`src/rtl/mc_control_fsm.sv`:
```
// Main control FSM for the multi-cycle MIPS datapath: sequences each instruction and drives mux selects and enables.
// Optional jal support is built when MC_CONTROL_JAL_EN is defined.
module mc_control_fsm (
  input  logic       clk,
  input  logic       rst,
  input  logic [5:0] opcode,
  output logic       pc_write,
  output logic       pc_write_cond,
  output logic       i_or_d,
  output logic       mem_read,
  output logic       mem_write,
  output logic       ir_write,
  output logic       mem_to_reg,
  output logic [1:0] reg_dst,
  output logic       reg_write,
  output logic       alu_src_a,
  output logic [1:0] alu_src_b,
  output logic [1:0] alu_op,
  output logic [1:0] pc_source,
  output logic       pc_to_reg,
  output logic       illegal_op,
  output logic [3:0] state
);

  // state  | meaning
  // FETCH  | read instruction, PC <= PC+4
  // DECODE | register read, branch target precompute
  // MEMADR | address = A + sign-ext imm
  // MEMRD  | data memory read
  // MEMWB  | rt <= MDR
  // MEMWR  | data memory write
  // EXEC   | R-type ALU operation
  // ALUWB  | rd <= ALUOut
  // BRANCH | compare, PC <= target if zero
  // JUMP   | PC <= jump target
  // ADDIEX | A + sign-ext imm
  // ADDIWB | rt <= ALUOut
  // JAL    | r31 <= PC, PC <= jump target
  typedef enum logic [3:0] {
    ST_FETCH  = 4'd0,
    ST_DECODE = 4'd1,
    ST_MEMADR = 4'd2,
    ST_MEMRD  = 4'd3,
    ST_MEMWB  = 4'd4,
    ST_MEMWR  = 4'd5,
    ST_EXEC   = 4'd6,
    ST_ALUWB  = 4'd7,
    ST_BRANCH = 4'd8,
    ST_JUMP   = 4'd9,
    ST_ADDIEX = 4'd10,
    ST_ADDIWB = 4'd11,
    ST_JAL    = 4'd12
  } state_t;

  localparam logic [5:0] OP_R    = 6'b000000;
  localparam logic [5:0] OP_LW   = 6'b100011;
  localparam logic [5:0] OP_SW   = 6'b101011;
  localparam logic [5:0] OP_BEQ  = 6'b000100;
  localparam logic [5:0] OP_J    = 6'b000010;
  localparam logic [5:0] OP_ADDI = 6'b001000;
  localparam logic [5:0] OP_JAL  = 6'b000011;

  state_t state_q, state_d;
  logic   op_legal;

  always_comb begin
    op_legal = 1'b0;
    case (opcode)
      OP_R, OP_LW, OP_SW, OP_BEQ, OP_J, OP_ADDI: op_legal = 1'b1;
`ifdef MC_CONTROL_JAL_EN
      OP_JAL: op_legal = 1'b1;
`endif
      default: op_legal = 1'b0;
    endcase
  end

  always_comb begin
    state_d = ST_FETCH;
    case (state_q)
      ST_FETCH:  state_d = ST_DECODE;
      ST_DECODE: begin
        case (opcode)
          OP_LW, OP_SW: state_d = ST_MEMADR;
          OP_R:         state_d = ST_EXEC;
          OP_BEQ:       state_d = ST_BRANCH;
          OP_J:         state_d = ST_JUMP;
          OP_ADDI:      state_d = ST_ADDIEX;
`ifdef MC_CONTROL_JAL_EN
          OP_JAL:       state_d = ST_JAL;
`endif
          default:      state_d = ST_FETCH;
        endcase
      end
      ST_MEMADR: state_d = (opcode == OP_SW) ? ST_MEMWR : ST_MEMRD;
      ST_MEMRD:  state_d = ST_MEMWB;
      ST_EXEC:   state_d = ST_ALUWB;
      ST_ADDIEX: state_d = ST_ADDIWB;
      default:   state_d = ST_FETCH;
    endcase
  end

  always_ff @(posedge clk or posedge rst) begin
    if (rst) state_q <= ST_FETCH;
    else     state_q <= state_d;
  end

  // Outputs follow the registered state; reset masks them so no strobe leaks while held.
  always_comb begin
    pc_write      = 1'b0;
    pc_write_cond = 1'b0;
    i_or_d        = 1'b0;
    mem_read      = 1'b0;
    mem_write     = 1'b0;
    ir_write      = 1'b0;
    mem_to_reg    = 1'b0;
    reg_dst       = 2'b00;
    reg_write     = 1'b0;
    alu_src_a     = 1'b0;
    alu_src_b     = 2'b00;
    alu_op        = 2'b00;
    pc_source     = 2'b00;
    pc_to_reg     = 1'b0;
    illegal_op    = 1'b0;
    if (!rst) begin
      case (state_q)
        ST_FETCH: begin
          mem_read  = 1'b1;
          ir_write  = 1'b1;
          alu_src_b = 2'b01;
          pc_write  = 1'b1;
        end
        ST_DECODE: begin
          alu_src_b  = 2'b11;
          illegal_op = !op_legal;
        end
        ST_MEMADR, ST_ADDIEX: begin
          alu_src_a = 1'b1;
          alu_src_b = 2'b10;
        end
        ST_MEMRD: begin
          mem_read = 1'b1;
          i_or_d   = 1'b1;
        end
        ST_MEMWB: begin
          reg_write  = 1'b1;
          mem_to_reg = 1'b1;
        end
        ST_MEMWR: begin
          mem_write = 1'b1;
          i_or_d    = 1'b1;
        end
        ST_EXEC: begin
          alu_src_a = 1'b1;
          alu_op    = 2'b10;
        end
        ST_ALUWB: begin
          reg_write = 1'b1;
          reg_dst   = 2'b01;
        end
        ST_BRANCH: begin
          alu_src_a     = 1'b1;
          alu_op        = 2'b01;
          pc_write_cond = 1'b1;
          pc_source     = 2'b01;
        end
        ST_JUMP: begin
          pc_write  = 1'b1;
          pc_source = 2'b10;
        end
        ST_ADDIWB: reg_write = 1'b1;
`ifdef MC_CONTROL_JAL_EN
        ST_JAL: begin
          pc_write  = 1'b1;
          pc_source = 2'b10;
          reg_write = 1'b1;
          reg_dst   = 2'b10;
          pc_to_reg = 1'b1;
        end
`endif
        default: ;
      endcase
    end
  end

  assign state = state_q;

endmodule

```
`config.mk`:
```
export PLATFORM = sky130hd
export DESIGN_NAME = mc_control_fsm
export DESIGN_NICKNAME = d
export VERILOG_FILES = /design/src/rtl/mc_control_fsm.sv
export SDC_FILE = /design/constraint.sdc
export NUM_CORES = 1
export LEC_CHECK = 0
export ABC_AREA = 1
export CAP_MARGIN = 20
export CORE_AREA = 5 5 42 44
export DETAILED_ROUTE_END_ITERATION = 7
export DIE_AREA = 0 0 47 49
export DONT_BUFFER_PORTS = 1
export PLACE_DENSITY = 0.58
export SYNTH_ARGS = -nofsm -noshare
export SYNTH_HDL_FRONTEND = slang
export SYNTH_SLANG_ARGS = --single-unit
export TNS_END_PERCENT = 10
```
`constraint.sdc`:
```
create_clock -name clk -period 3.2 [get_ports clk]
set_input_delay 0.8 -clock clk [delete_from_list [all_inputs] [get_ports clk]]
set_output_delay 0.8 -clock clk [all_outputs]
set_load 0.01 [all_outputs]
```
After elaboration in Yosys (flattened, before gate mapping):

Index checks and enable logic that the tools add are counted.

* reduce and logical (&&, ||, !) cells: 11
* muxes and demuxes: 32
* equality and inequality tests: 16

Operators by type and width (number)
* $pmux W4 S6: 1
* $mux W1: 23
* $pmux W4 S5: 1
* $eq A4 B3 Y1 const B: 4
* $eq A4 B4 Y1 const B: 4
* $eq A6 B6 Y1 const B: 2
* $reduce_or A2 Y1: 5
* $eq A4 B2 Y1 const B: 2
* $pmux W2 S2: 2
* $eq A6 B2 Y1 const B: 1
* $eq A6 B3 Y1 const B: 1
* $eq A6 B4 Y1 const B: 1
* $logic_not A6 Y1: 1
* $mux W2: 3
* $pmux W2 S3: 1
* $reduce_or A6 Y1: 1
* $eq A4 B1 Y1 const B: 1
* $logic_not A4 Y1: 1
* $reduce_or A4 Y1: 1
* $mux W3: 1
* $reduce_or A3 Y1: 1
* $logic_not A1 Y1: 1

* input bits: 8
* register bits: 4
* logic and storage cells: 60
* output and inout port bits: 23

Depth between registers and ports, before layout:

* word-level depth: 6
* depth in mapped cells: 7
* mapped depth without buffers: 7

Worst setup path after synthesis:

No wires, ideal clock.

* kind: input -> output
* start: input rst
* end: output alu_op[0]
* cell stages on the path: 3
* path slack: 1.021 ns
* arrival time: 1.379 ns
* cells stage by stage: buf_2 > nor2_1 > buf_4

* longest elaborated chain between the ends: 1

Ends and longest elaborated chain
* from (decl): RTL line 5 `input logic rst,`
* $mux W2: RTL line 124 `if (!rst) begin`
* to (decl): RTL line 18 `output logic [1:0] alu_op,`

Every way passes these cells.

Worst setup path after layout:

* start: register state_q[3], in the netlist state[3]
* end: output pc_source[0]

* longest elaborated chain between the ends: 3
* elaborated cells on any way between the ends: 4
* classes of those cells: 2 x eq/ne; 2 x mux

Ends and longest elaborated chain
* from (decl): RTL line 63 `state_t state_q, state_d;`
* from (signal assigned): RTL line 104 `else state_q <= state_d;`
* $eq A4 B4 Y1: RTL line 125 `case (state_q)`
* $pmux W2 S2 (*): RTL line 125
* $mux W2 (*): RTL line 124
* to (decl): RTL line 19 `output logic [1:0] pc_source,`

Mark *: on every way between the ends. The rest lies on a longest branch, timed or not.

==> reports/metrics.yaml <==
status:
  status: "completed"
sta:
  timing.fmax_mhz: 425
  fin_crit_ns: 2.35
  max-slew-margin-rel: 0.619
  report.final.slew_viol_count: 0
  hold_viol: 0
  timing.final.crit_share: 0.735
  final.setup.tns_ns: 0
  setup_violations: 0
  worstMarginPinSlew_ns: 0.569
  rsz0062_at_grt: "false"
  whs_ns: 0.348
  finClkSkew_ns: 0.00243
drt:
  first_pass_iters: 3
  drt_iter0_drc: 10
  antenna_left: 0
  routed_wl_um: 1350
  vias_per_cell: 5.04
  wl_per_cell_um: 11.9
  dr_total_vias: 570
  drc: 0
cells_and_area:
  final_common_cell: "nand2_1"
  final_nets: 107
  postLayoutCoreUtil: 0.404
  area_growth_pct: 2.03
  final_cell_mix: "24 x nand2_1, 16 x nor2_1, 9 x nand3_1"
  insertedDiodeCount: 0
  largest_reg_flops: 4
  drive_above_1_share: 0.206
clocking:
  cts_max_path_buffers: 2
  clk_latency_ns: 0.24
  postCtsSetupBuffers: 0
  numCtsBuffers: 3
  htree_levels: 1
  cts_tree: "yes"
  post_cts_resized: 0
  cts_root_buf: "clkbuf_4"
  path_clk_slew_ns: 0.04
  cts.sinks: 4
  cts_hold_buf: 0
global_routing:
  grt_max_degree: 14
  grt_pass1_wl_um: 2270
  grt_pass1_vias: 521
  grt-ovfl-total: 0
  grt_usage: 0.134
  antenna_found_initial: 0
hold_path:
  hold_path.class: "in2async"
place:
  routabilityCongestion: 0.762
  placement.io_buffers: 0
  hpwlAfterDp_um: 1130
floorplan:
  die_h_um: 49
  fp.dieArea_mm2: 0.00230
  fp.dieW_um: 47
  num_rows: 14
  start_util: 0.396
  core_mm2: 0.00140
  io_pins: 31
synth:
  ys_ff_latch: 4
  yosysTopAreaCell: "dfrtp_1"
  synthTopCellsByArea: "dfrtp_1 18%, nand2_1 16%, nor2_1 11%, nand3_1 8.1%, buf_4 5.4%"
  synth-seq-area-share: 0.181
  yosysUniqueCellTypes: 24
  synth_top_area_share: 0.181
  syn_area_per_cell_um2: 5.66
  ys_warn_count: 0
  netlist_instances: 98
  synth_area_um2: 554
worst_setup_path:
  critical_path_required_ns: 2.40
  critPathLaunchType: "flop"
  worstSetupPathType: "reg2out"
  slowest_stage: "dfrtp_1"
  crit_fanout: 5
  crit_path_max_incr_delay_ns: 0.49
  arrival_ns: 1.55
  crit_path_end_kind: "output port"
  worstPathCellList: "inv_2, nor2_2, nand2_2, nor2_1"
power_and_ir_drop:
  power_density_mw_per_mm2: 565
  irDropWorstVdd_mv: 0.304
  fin_total_pwr_w: 0.000320
  p_leak_nw: 0.294
flow_run:
  drv_cap: 0
## metrics by stage
step                      instances  cell area, um^2  setup WS (ns)
final                           113              566          0.847
after global routing            113              566          0.676
after CTS                       113              566          0.824
after detailed placement        110              543          0.996
after global placement          110              543           1.03
after floorplan                  99              558           1.02
## metal layers
metal	up-vias	routed length (um)	track usage
li1	300	-	-
met5	-	0	0
met3	2	107	0.0775
met2	16	657	0.199
met1	252	577	0.167
met4	0	4	0.0276
## worst paths after layout
| path | depth (start not counted) | startpoint | slack (ns) | to |
|---|---|---|---|---|
| max in group asynchronous | 1 | rst | 2.68 | state[3]$_DFF_PP0_ |
| hold reg to reg | 3 | state[2]$_DFF_PP0_ | 0.73 | state[3]$_DFF_PP0_ |
| setup / recovery | 4 | state[3]$_DFF_PP0_ | 0.85 | pc_source[0] |
| min in group clk | 3 | state[2]$_DFF_PP0_ | 0.73 | state[3]$_DFF_PP0_ |
| hold / removal | 1 | rst | 0.35 | state[1]$_DFF_PP0_ |
| setup reg to reg | 5 | state[2]$_DFF_PP0_ | 2.08 | state[2]$_DFF_PP0_ |
## report_power, final
group / internal [W] / total [W] / switching (W)
Sequential: 0.0000617 / 0.0000842 / 0.0000225
Clock: 0.0000421 / 0.0000646 / 0.0000225
Combinational: 0.0000537 / 0.000171 / 0.000117
Total: 0.000157 / 0.000320 / 0.000162
## Yosys cell counts, drive strengths merged
cell,number
nor2,20
dfrtp,4
nand2,27
o21a,1
nand3,9
clkinv,1
conb,1
nor3,4
inv,16
o21ai,3
buf,5
a21oi,5
o22ai,1
nand4,1
## cell families (layout without fill, tap and decap cells)
group / after synthesis / count (layout) / share of synthesized area
compound gates: 10 / 10 / 0.104
buf+inv: 22 / 20 / 0.178
simple gates: 61 / 61 / 0.530
flops: 4 / 4 / 0.181
other cells: 1 / 2 / 0.00677
## area by class of cell
| type | instances | area [um^2] |
|---|---|---|
| multi-input combinational | 73 | 359 |
| sequential | 4 | 100 |
| inverter | 17 | 63.8 |
| tap | 16 | 20.0 |
| clock buffer | 3 | 22.5 |
| fill | 157 | 836 |
## critical path: cells and delay by family, from the launching register on
kind                   cells  cell delay (ns)
buffers and inverters      1             0.10
DFF                        1             0.49
and+or+nand+nor            3             0.73
Note: power is estimated with default switching activity, not from simulation.
